==> src/rtl/pipe_link_skid.sv <==
// pipe_link_skid: inter-stage pipeline register with valid/ready handshake and a
// one-entry skid buffer. It also provides flush, hazard hold, and saturating
// stall/flush counters.
// in_ready is a flop, so a downstream stall never reaches upstream combinationally.
module pipe_link_skid #(
  parameter int unsigned       INST_W = 32,
  parameter int unsigned       PC_W   = 32,
  parameter int unsigned       CNT_W  = 16,
  parameter logic [INST_W-1:0] NOP    = '0
) (
  input  logic              clock,
  input  logic              reset,
  input  logic              in_valid,
  output logic              in_ready,
  input  logic [INST_W-1:0] inst_in,
  input  logic [PC_W-1:0]   pc4_in,
  input  logic              hold,
  input  logic              flush,
  output logic              out_valid,
  input  logic              out_ready,
  output logic [INST_W-1:0] inst_out,
  output logic [PC_W-1:0]   pc4_out,
  output logic [CNT_W-1:0]  stall_cycles,
  output logic [CNT_W-1:0]  flush_count
);

  typedef enum logic [1:0] {StEmpty, StOne, StFull} state_e;

  localparam logic [CNT_W-1:0] CntOne = CNT_W'(1);

  state_e            state_q, state_d;
  logic              in_ready_q, in_ready_d;
  logic [INST_W-1:0] main_inst_q, main_inst_d, skid_inst_q, skid_inst_d;
  logic [PC_W-1:0]   main_pc4_q, main_pc4_d, skid_pc4_q, skid_pc4_d;
  logic [CNT_W-1:0]  stall_q, stall_d, flush_cnt_q, flush_cnt_d;

  logic main_valid, skid_valid, accept, drain;

  assign main_valid = (state_q != StEmpty);
  assign skid_valid = (state_q == StFull);
  assign accept     = in_valid & in_ready_q;
  assign drain      = main_valid & out_ready & ~hold;

  // State register: FSM state, payload entries, ready flop and counters.
  always_ff @(posedge clock or posedge reset) begin
    if (reset) begin
      state_q     <= StEmpty;
      in_ready_q  <= 1'b1;
      main_inst_q <= NOP;
      main_pc4_q  <= '0;
      skid_inst_q <= NOP;
      skid_pc4_q  <= '0;
      stall_q     <= '0;
      flush_cnt_q <= '0;
    end else begin
      state_q     <= state_d;
      in_ready_q  <= in_ready_d;
      main_inst_q <= main_inst_d;
      main_pc4_q  <= main_pc4_d;
      skid_inst_q <= skid_inst_d;
      skid_pc4_q  <= skid_pc4_d;
      stall_q     <= stall_d;
      flush_cnt_q <= flush_cnt_d;
    end
  end

  // Next-state: handshake transitions, flush override, saturating counters.
  always_comb begin
    state_d     = state_q;
    main_inst_d = main_inst_q;
    main_pc4_d  = main_pc4_q;
    skid_inst_d = skid_inst_q;
    skid_pc4_d  = skid_pc4_q;

    case (state_q)
      StEmpty: begin
        if (accept) begin
          state_d     = StOne;
          main_inst_d = inst_in;
          main_pc4_d  = pc4_in;
        end
      end
      StOne: begin
        if (accept && drain) begin
          main_inst_d = inst_in;
          main_pc4_d  = pc4_in;
        end else if (accept) begin
          state_d     = StFull;
          skid_inst_d = inst_in;
          skid_pc4_d  = pc4_in;
        end else if (drain) begin
          state_d = StEmpty;
        end
      end
      StFull: begin
        if (drain) begin
          state_d     = StOne;
          main_inst_d = skid_inst_q;
          main_pc4_d  = skid_pc4_q;
          skid_inst_d = NOP;
          skid_pc4_d  = '0;
        end
      end
      default: state_d = StEmpty;
    endcase

    // Flush wins over any transition, including a same-cycle accept.
    if (flush) begin
      state_d     = StEmpty;
      main_inst_d = NOP;
      main_pc4_d  = '0;
      skid_inst_d = NOP;
      skid_pc4_d  = '0;
    end

    in_ready_d = (state_d != StFull);

    stall_d = stall_q;
    if (main_valid && !drain && !flush && (stall_q != '1)) begin
      stall_d = stall_q + CntOne;
    end

    // A flush only counts when it actually discards something.
    flush_cnt_d = flush_cnt_q;
    if (flush && (main_valid || skid_valid || accept) && (flush_cnt_q != '1)) begin
      flush_cnt_d = flush_cnt_q + CntOne;
    end
  end

  // Outputs: bubble (NOP / 0) whenever the main entry is empty.
  always_comb begin
    out_valid    = main_valid;
    in_ready     = in_ready_q;
    inst_out     = main_valid ? main_inst_q : NOP;
    pc4_out      = main_valid ? main_pc4_q : '0;
    stall_cycles = stall_q;
    flush_count  = flush_cnt_q;
  end

endmodule

==> config.mk <==
export PLATFORM = sky130hd
export DESIGN_NAME = pipe_link_skid
export DESIGN_NICKNAME = d
export VERILOG_FILES = /design/src/rtl/pipe_link_skid.sv
export SDC_FILE = /design/constraint.sdc
export NUM_CORES = 1
export LEC_CHECK = 0
export ABC_AREA = 0
export CAP_MARGIN = 10
export CORE_ASPECT_RATIO = 1.4
export CORE_MARGIN = 2
export CORE_UTILIZATION = 47
export CTS_BUF_LIST = sky130_fd_sc_hd__clkbuf_16
export DETAILED_ROUTE_END_ITERATION = 8
export PLACE_DENSITY_LB_ADDON = 0.3
export SLEW_MARGIN = 20
export SYNTH_ARGS = -nofsm -noshare
export SYNTH_HDL_FRONTEND = slang
export SYNTH_SLANG_ARGS = --single-unit
==> constraint.sdc <==
create_clock -name clock -period 4.95 [get_ports clock]
set_input_delay 0.495 -clock clock [delete_from_list [all_inputs] [get_ports clock]]
set_output_delay 0.495 -clock clock [all_outputs]
set_load 0.05 [all_outputs]
Word level (Yosys, flattened, before mapping)
Index checks and enable logic that the tools add are counted.
Widths: inputs -> output; s select.

storage, ports and cells
  register bits = 163
  output and inout port bits = 98
  logic and storage cells = 66

operators by class
  add/sub/neg operators = 2
  eq/ne operators = 10
  mux-type cells = 26
  bitwise logic cells = 4
  reductions and logical operators = 16

operator list
  cell                   number
  $mux 32                15
  $pmux 32 s3            2
  $pmux 32 s2            2
  $add 16x1->16 const B  2
  $ne 16x16->1 const B   2
  $mux 2                 6
  $ne 3x3->1 const B     4
  $reduce_and 4->1       2
  $logic_and 1x1->1      6
  $pmux 2 s3             1
  $reduce_bool 4->1      1
  $and 1x1->1            3
  $ne 3x2->1 const B     1
  $reduce_bool 3->1      1
  $eq 2x1->1 const B     1
  $eq 2x2->1 const B     1
  $logic_not 1->1        2
  $logic_not 2->1        1
  $logic_or 1x1->1       2
  $ne 2x2->1 const B     1
  $reduce_bool 2->1      1
  $not 1->1              1

Depth between registers and ports, before layout
Gate-level depths: netlist of the first run.

  word-level depth = 9
  depth in mapped cells = 8

Worst setup path after synthesis of the first run
OpenSTA, ideal clock, no wires.

  path type = reg2out
  start = register state_q[0]
  end = output port pc4_out[22]
  arrival time = 1701 ps
  data required time = 4455 ps
  slack = 2754 ps
  stages on the path, launching flop included = 6
  buffers on the path = 2
  cells stage by stage = dfrtp_1 buf_4 nor2_1 inv_1 clkbuf_1 and2_1

between the ends
  longest elaborated chain between the ends = 2

ends and longest elaborated chain
  what                    line  text
  from (decl)             31    state_e state_q, state_d;
  from (signal assigned)  47    state_q <= StEmpty;
  from (signal assigned)  56    state_q <= state_d;
  $reduce_bool 2->1       39    assign main_valid = (state_q != StEmpty);
  via out_valid           19    output logic out_valid,
  $mux 32                 135   pc4_out = main_valid ? main_pc4_q : '0;
  to (decl)               22    output logic [PC_W-1:0] pc4_out,

The timed path passes the listed nets, and every way through them passes these cells.

Final worst setup path of the first run
  start = register state_q[0]
  end = output port inst_out[27]

between the ends
  longest elaborated chain between the ends = 2

ends and longest elaborated chain
  what               line  text
  $reduce_bool 2->1  39
  $mux 32            134   inst_out = main_valid ? main_inst_q : NOP;
  to (decl)          21    output logic [INST_W-1:0] inst_out,

Every way passes these cells.

==> run_results.csv, run 1 <==
group,metric,value,unit
run_status,status,"finished clean",
global_route,grtUsageMet3,0.0575,
clocking,cts_setup_buffers,0,
drt,drtIter0Drc,256,
cells_and_area,insertedDiodeCount,0,
pwr,peakVddDrop,0.363,mV
worst_setup_path,rr_endpoint,"main_inst_q[4]",
synthesis,syn_area,8000,um2
cells_and_area,area_growth,29.1,%
pwr,powerDensity,370,nW/um2
timing,drv_slew,0,
clocking,clock_latency,430,ps
worst_setup_path,worstSetupStartpoint,"state_q[0]",
run,drv_cap,0,
global_route,grt_max_degree,129,
synthesis,yosysTopAreaCell,"dfrtp_1",
timing,final.setup.worst_slack,1180,ps
pwr,pwr-share-comb,0.242,
synthesis,ys_types,50,
drt,drc,0,
worst_setup_path,timing.rr.start,"in_ready",
worst_setup_path,critPathKind,"flop to output pin",
synthesis,synth-seq-area-share,0.510,
drt,vias,5812,
synthesis,syn_inst,727,
clocking,cts_hold_buf,0,
placed_design,place_congestion,0.798,
drt,ant_nets,0,
timing,fin_hold_ws,478,ps
timing,period_needed,3770,ps
die,die-area,18100,um2
pwr,p_leak,4.69,nW
cells_and_area,drive_above_1_share,0.127,
clocking,path_clk_slew,60,ps
global_route,grt_pass1_vias,5603,
timing,hold_viol_final,0,
synthesis,synth_commonest_cells,"dfrtp_1 (162), nand2_1 (135), and2_1 (65), a22o_1 (64), o21ai_0 (61)",
timing,fmax,265,MHz
die,chipWidth,114,um
synthesis,syn_nets,799,
die,floorplan.rows,56,
worst_hold_path,hp-class,"flop to flop",
cells_and_area,fillers,1357,
global_route,grt_usage,0.202,
synthesis,synth.area.top_cells,"dfrtp_1 (51%), mux2_4 (11%), a22o_1 (7.0%), nand2_1 (6.3%), and2_1 (5.1%)",
clocking,cts_buffer_depth,2,
worst_setup_path,critPathMaxFanout,35,
clocking,cts_buffers,17,
synthesis,synth.most_common_cell,"dfrtp_1",
worst_setup_path,end_kind,"output pin",
pwr,clkPwrFrac,0.338,
timing,setup_viol,0,
pwr,switching_share,0.306,
timing,rsz0062_at_grt,"false",
synthesis,synth.top_cell.area_share,0.506,
pwr,seqPwrFrac,0.420,
synthesis,synth.avg_cell_area,11.0,um2
global_route,gr-usage-met1,0.257,
drt,drt-wirelength-per-cell,16.3,um
worst_setup_path,r2r_slack,2320,ps
die,die_h,158,um
pwr,fin_total_pwr,3.82,mW
global_route,grt.met2_usage,0.340,
worst_setup_path,crit_required,4450,ps
timing,final.setup.tns,0,ps
clocking,cts-resized-gates,0,
synthesis,synth-seq-cells,163,
pwr,internal-power,2.65,mW
placed_design,pre_cts_ws,1500,ps
global_route,grt-ovfl-total,0,
timing,finClkSkew,13.0,ps
clocking,htreeDepth,4,
worst_setup_path,worstPathArrival,3280,ps
clocking,cts_tree,"done",
clocking,cts.sinks,163,
die,boundaryPins,168,
worst_setup_path,cp-start-kind,"flop",
timing,slew_headroom,0.393,
timing,worst_slew_pin_slew,908,ps
global_route,grt_pass1_wl,28.9,mm
placed_design,io_buffers,167,
worst_setup_path,crit_end,"inst_out[27]",
timing,finalCritPeriodShare,0.762,
drt,firstDrtPassIters,4,
drt,avgViaCountPerCell,5.37,
cells_and_area,layout.nets,940,
drt,totalWireLength,17.7,mm
global_route,top_usage_layer,"met2",
synthesis,synth-edff-count,0,
synthesis,ys.flop_type,"dfrtp_1",
die,core,16700,um2
clocking,cts-root-buf,"clkbuf_16",
placed_design,dp_hpwl,11.4,mm
synthesis,async_flop_share,1.00,
synthesis,yosys_warnings,0,
global_route,antenna_found_initial,0,
die,initial_core_util,0.478,
pwr,switching_power,1.17,mW
worst_setup_path,r2r_cells,5,
[critical path, cell delays in order (launching register included)]
cell	delay, ps
dfrtp_1	500
nor2_1	320
clkinv_1	640
buf_4	470
and2_1	210
clkdlybuf4s50_1	690
[sequential cells by signal (all words and copies together) (netlist names)]
signal        count
main_inst_q      32
skid_pc4_q       32
state_q           2
flush_count      16
stall_cycles     16
main_pc4_q       32
skid_inst_q      32
in_ready          1
[how the worst min path moves through the flow]
stage                   startpoint             end  slack, ps  depth (start not counted)
finish               skid_pc4_q[6]   skid_pc4_q[6]        480                          2
global route        skid_pc4_q[30]  skid_pc4_q[30]        500                          2
CTS                 skid_pc4_q[12]  skid_pc4_q[12]        480                          2
detailed placement  skid_pc4_q[12]  skid_pc4_q[12]        470                          2
global placement    skid_inst_q[0]  skid_inst_q[0]        460                          2
floorplan           skid_pc4_q[10]  skid_pc4_q[10]        450                          2
[power by group through the flow]
stage                     Clock (mW)  Combinational (mW)  Sequential [mW]
after floorplan                    0               0.512             1.74
after global placement             0               0.914             1.63
after detailed placement           0               0.932             1.63
after CTS                       1.32               0.935             1.61
after global routing            1.38               0.989             1.63
final                           1.29               0.925             1.61
[cell type report]
class                      count  area [um2]  area share
inverter                       5        23.8     0.00230
sequential                   163        4080       0.395
clock buffer                  17         425      0.0412
multi-input combinational    506        3650       0.353
tap                          203         254      0.0246
clock inverter                13         146      0.0142
timing repair buffer         175        1760       0.170
[kinds of logic after synthesis]
family,Yosys count,share of synthesized area
multiplexers,66,0.121
XOR/XNOR,29,0.0317
buffers and inverters,58,0.0380
flip-flops,163,0.510
AND/OR/NAND/NOR,252,0.157
AO/OA/AOI/OAI,157,0.139
adder cells (fa/ha/maj),2,0.00313
[routing by layer]
| layer | wire length (um) | up-vias | share of wire |
|---|---|---|---|
| li1 | - | 2811 | - |
| met1 | 7790 | 2846 | 0.44 |
| met2 | 8760 | 142 | 0.50 |
| met3 | 934 | 13 | 0.053 |
| met4 | 205 | 0 | 0.012 |
| met5 | 0 | - | 0 |
[stage by stage]
step	utilization	area [um2]	std cells
after floorplan	-	8000	727
after global placement	0.583	9760	1052
after detailed placement	0.583	9760	1052
after CTS	0.617	10300	1082
after global routing	0.617	10300	1082
final	0.617	10300	1082
[layout by cell type (no fill, tap or decap), drive strengths merged, types with 9 or more instances in the layout]
cell / n
a22o: 64
o21ai: 66
mux2: 66
xnor2: 15
clkbuf: 17
dfrtp: 162
nand3: 9
nand2: 135
and3: 9
and2: 65
xor2: 14
clkdlybuf4s50: 167
(Power assumes the default switching activity.)
==> run 2: changes to the inputs <==
CORE_UTILIZATION = 50   (was 47)
clock period = 3.6 ns   (was 4.95 ns; I/O delays follow)
==> run_results.csv, run 2 (same netlist as run 1, synthesis figures left out) <==
group,metric,value,unit
run_status,status,"finished clean",
clocking,cts-root-buf,"clkbuf_16",
cells_and_area,layout.nets,940,
clocking,path_clk_slew,60,ps
placed_design,dp_hpwl,11.7,mm
timing,slew_headroom,0.402,
cells_and_area,insertedDiodeCount,0,
die,floorplan.rows,54,
clocking,htreeDepth,4,
worst_setup_path,worstSetupStartpoint,"state_q[0]",
drt,avgViaCountPerCell,5.45,
worst_setup_path,r2r_slack,1460,ps
die,chipWidth,111,um
worst_setup_path,rr_endpoint,"main_inst_q[3]",
timing,drv_slew,0,
clocking,cts_hold_buf,0,
die,die_h,154,um
worst_setup_path,cp_slowest_cell,"clkdlybuf4s50_1",
pwr,p_leak,4.72,nW
pwr,internal-power,3.64,mW
worst_hold_path,hp-class,"flop to flop",
clocking,cts_setup_buffers,0,
timing,rsz0062_at_grt,"false",
timing,final.setup.tns,0,ps
worst_setup_path,worstPathArrival,3020,ps
timing,hold_viol_final,0,
worst_setup_path,critPathKind,"flop to output pin",
global_route,grt-ovfl-total,0,
clocking,cts.sinks,163,
timing,finClkSkew,7.98,ps
global_route,grt_usage,0.215,
worst_setup_path,end_kind,"output pin",
drt,drtIter0Drc,371,
pwr,seqPwrFrac,0.423,
pwr,clkPwrFrac,0.332,
worst_setup_path,critPathMaxFanout,23,
drt,vias,5868,
timing,fin_hold_ws,479,ps
pwr,switching_share,0.303,
global_route,antenna_found_initial,0,
die,core,15600,um2
worst_setup_path,path_delay_family,"buffers and inverters",
placed_design,place_congestion,0.795,
worst_setup_path,worstSetupPathDepth,5,
die,die-area,17000,um2
pwr,peakVddDrop,0.524,mV
worst_setup_path,timing.rr.start,"in_ready",
die,initial_core_util,0.513,
global_route,grt_max_degree,164,
worst_setup_path,crit_end,"inst_out[28]",
drt,totalWireLength,18.1,mm
pwr,pwr-share-comb,0.245,
clocking,clock_latency,420,ps
worst_setup_path,slowest_delay,800,ps
worst_setup_path,path_cells,"nor2_1 -> inv_1 -> buf_4 -> and2_1 -> clkdlybuf4s50_1",
placed_design,io_buffers,167,
drt,drc,0,
worst_setup_path,critPathBufInv,3,
drt,firstDrtPassIters,5,
worst_setup_path,cp-start-kind,"flop",
timing,period_needed,3380,ps
clocking,cts_buffer_depth,2,
worst_setup_path,crit_required,3240,ps
cells_and_area,multi_input_area,3650,um2
pwr,powerDensity,505,nW/um2
global_route,grt_pass1_vias,5963,
cells_and_area,final_cell_mix,"clkdlybuf4s50_1 (167), dfrtp_1 (162), nand2_1 (135)",
worst_setup_path,r2r_cells,5,
clocking,cts-resized-gates,0,
run,drv_cap,0,
die,boundaryPins,168,
timing,setup_viol,0,
pwr,switching_power,1.58,mW
drt,ant_nets,0,
timing,finalCritPeriodShare,0.939,
global_route,grt_pass1_wl,29.8,mm
cells_and_area,area_growth,29.3,%
timing,worst_slew_pin_slew,892,ps
drt,drt-wirelength-per-cell,16.8,um
cells_and_area,mostFrequentLayoutCell,"clkdlybuf4s50_1",
cells_and_area,drive_above_1_share,0.120,
timing,fmax,296,MHz
clocking,cts_buffers,17,
clocking,cts_tree,"done",
cells_and_area,register_area,4080,um2
cells_and_area,fillers,1209,
==> run 2: cell count changes in the layout (fill, tap and decap cells not counted), sizes merged <==
cell    change
inv         +6
clkinv      -4
==> run 2: worst min path at each step <==
stage	startpoint	end	slack, ps	cells past startpoint
after detailed placement	skid_inst_q[0]	skid_inst_q[0]	470	2
after global routing	skid_inst_q[25]	skid_inst_q[25]	500	2
after global placement	skid_pc4_q[29]	skid_pc4_q[29]	460	2
after floorplan	skid_pc4_q[10]	skid_pc4_q[10]	450	2
after CTS	skid_inst_q[0]	skid_inst_q[0]	480	2
final	skid_inst_q[25]	skid_inst_q[25]	480	2
==> run 2: layer usage <==
metal	part of all wire	track usage
met5	0	0
met1	0.42	0.260
met4	0.024	0.0935
met2	0.51	0.366
met3	0.050	0.0536
==> run 2: layout make-up <==
type                    count  share of cell area
multi-input cells         506               0.352
flip-flops and latches    163               0.394
inverters                   5             0.00218
clock buffers              17              0.0411
clock inverters            15              0.0132
well taps                 196              0.0237
repair buffers            175               0.173
==> run 2: tightest hold or removal path, cell delays in order (launching register included) <==
cell and delay, ps:
dfrtp_1 340, nand2_1 40, o21ai_0 60
==> run 2: power by group through the flow <==
stage               Clock, mW  Combinational, mW  Sequential (mW)
floorplan                   0              0.705             2.39
global placement            0               1.26             2.22
detailed placement          0               1.29             2.24
CTS                      1.77               1.29             2.21
global route             1.85               1.37             2.24
finish                   1.73               1.28             2.21
==> run 2: stage by stage <==
step                power [mW]  std cells  instance area (um2)   util  worst slack, ps
finish                    5.23       1077                10300  0.663              221
detailed placement        3.53       1045                 9790  0.627              656
global route              5.46       1077                10300  0.663             39.6
global placement          3.48       1045                 9790  0.627              749
floorplan                 3.09        727                 8010      -             1170
CTS                       5.28       1077                10300  0.663              194
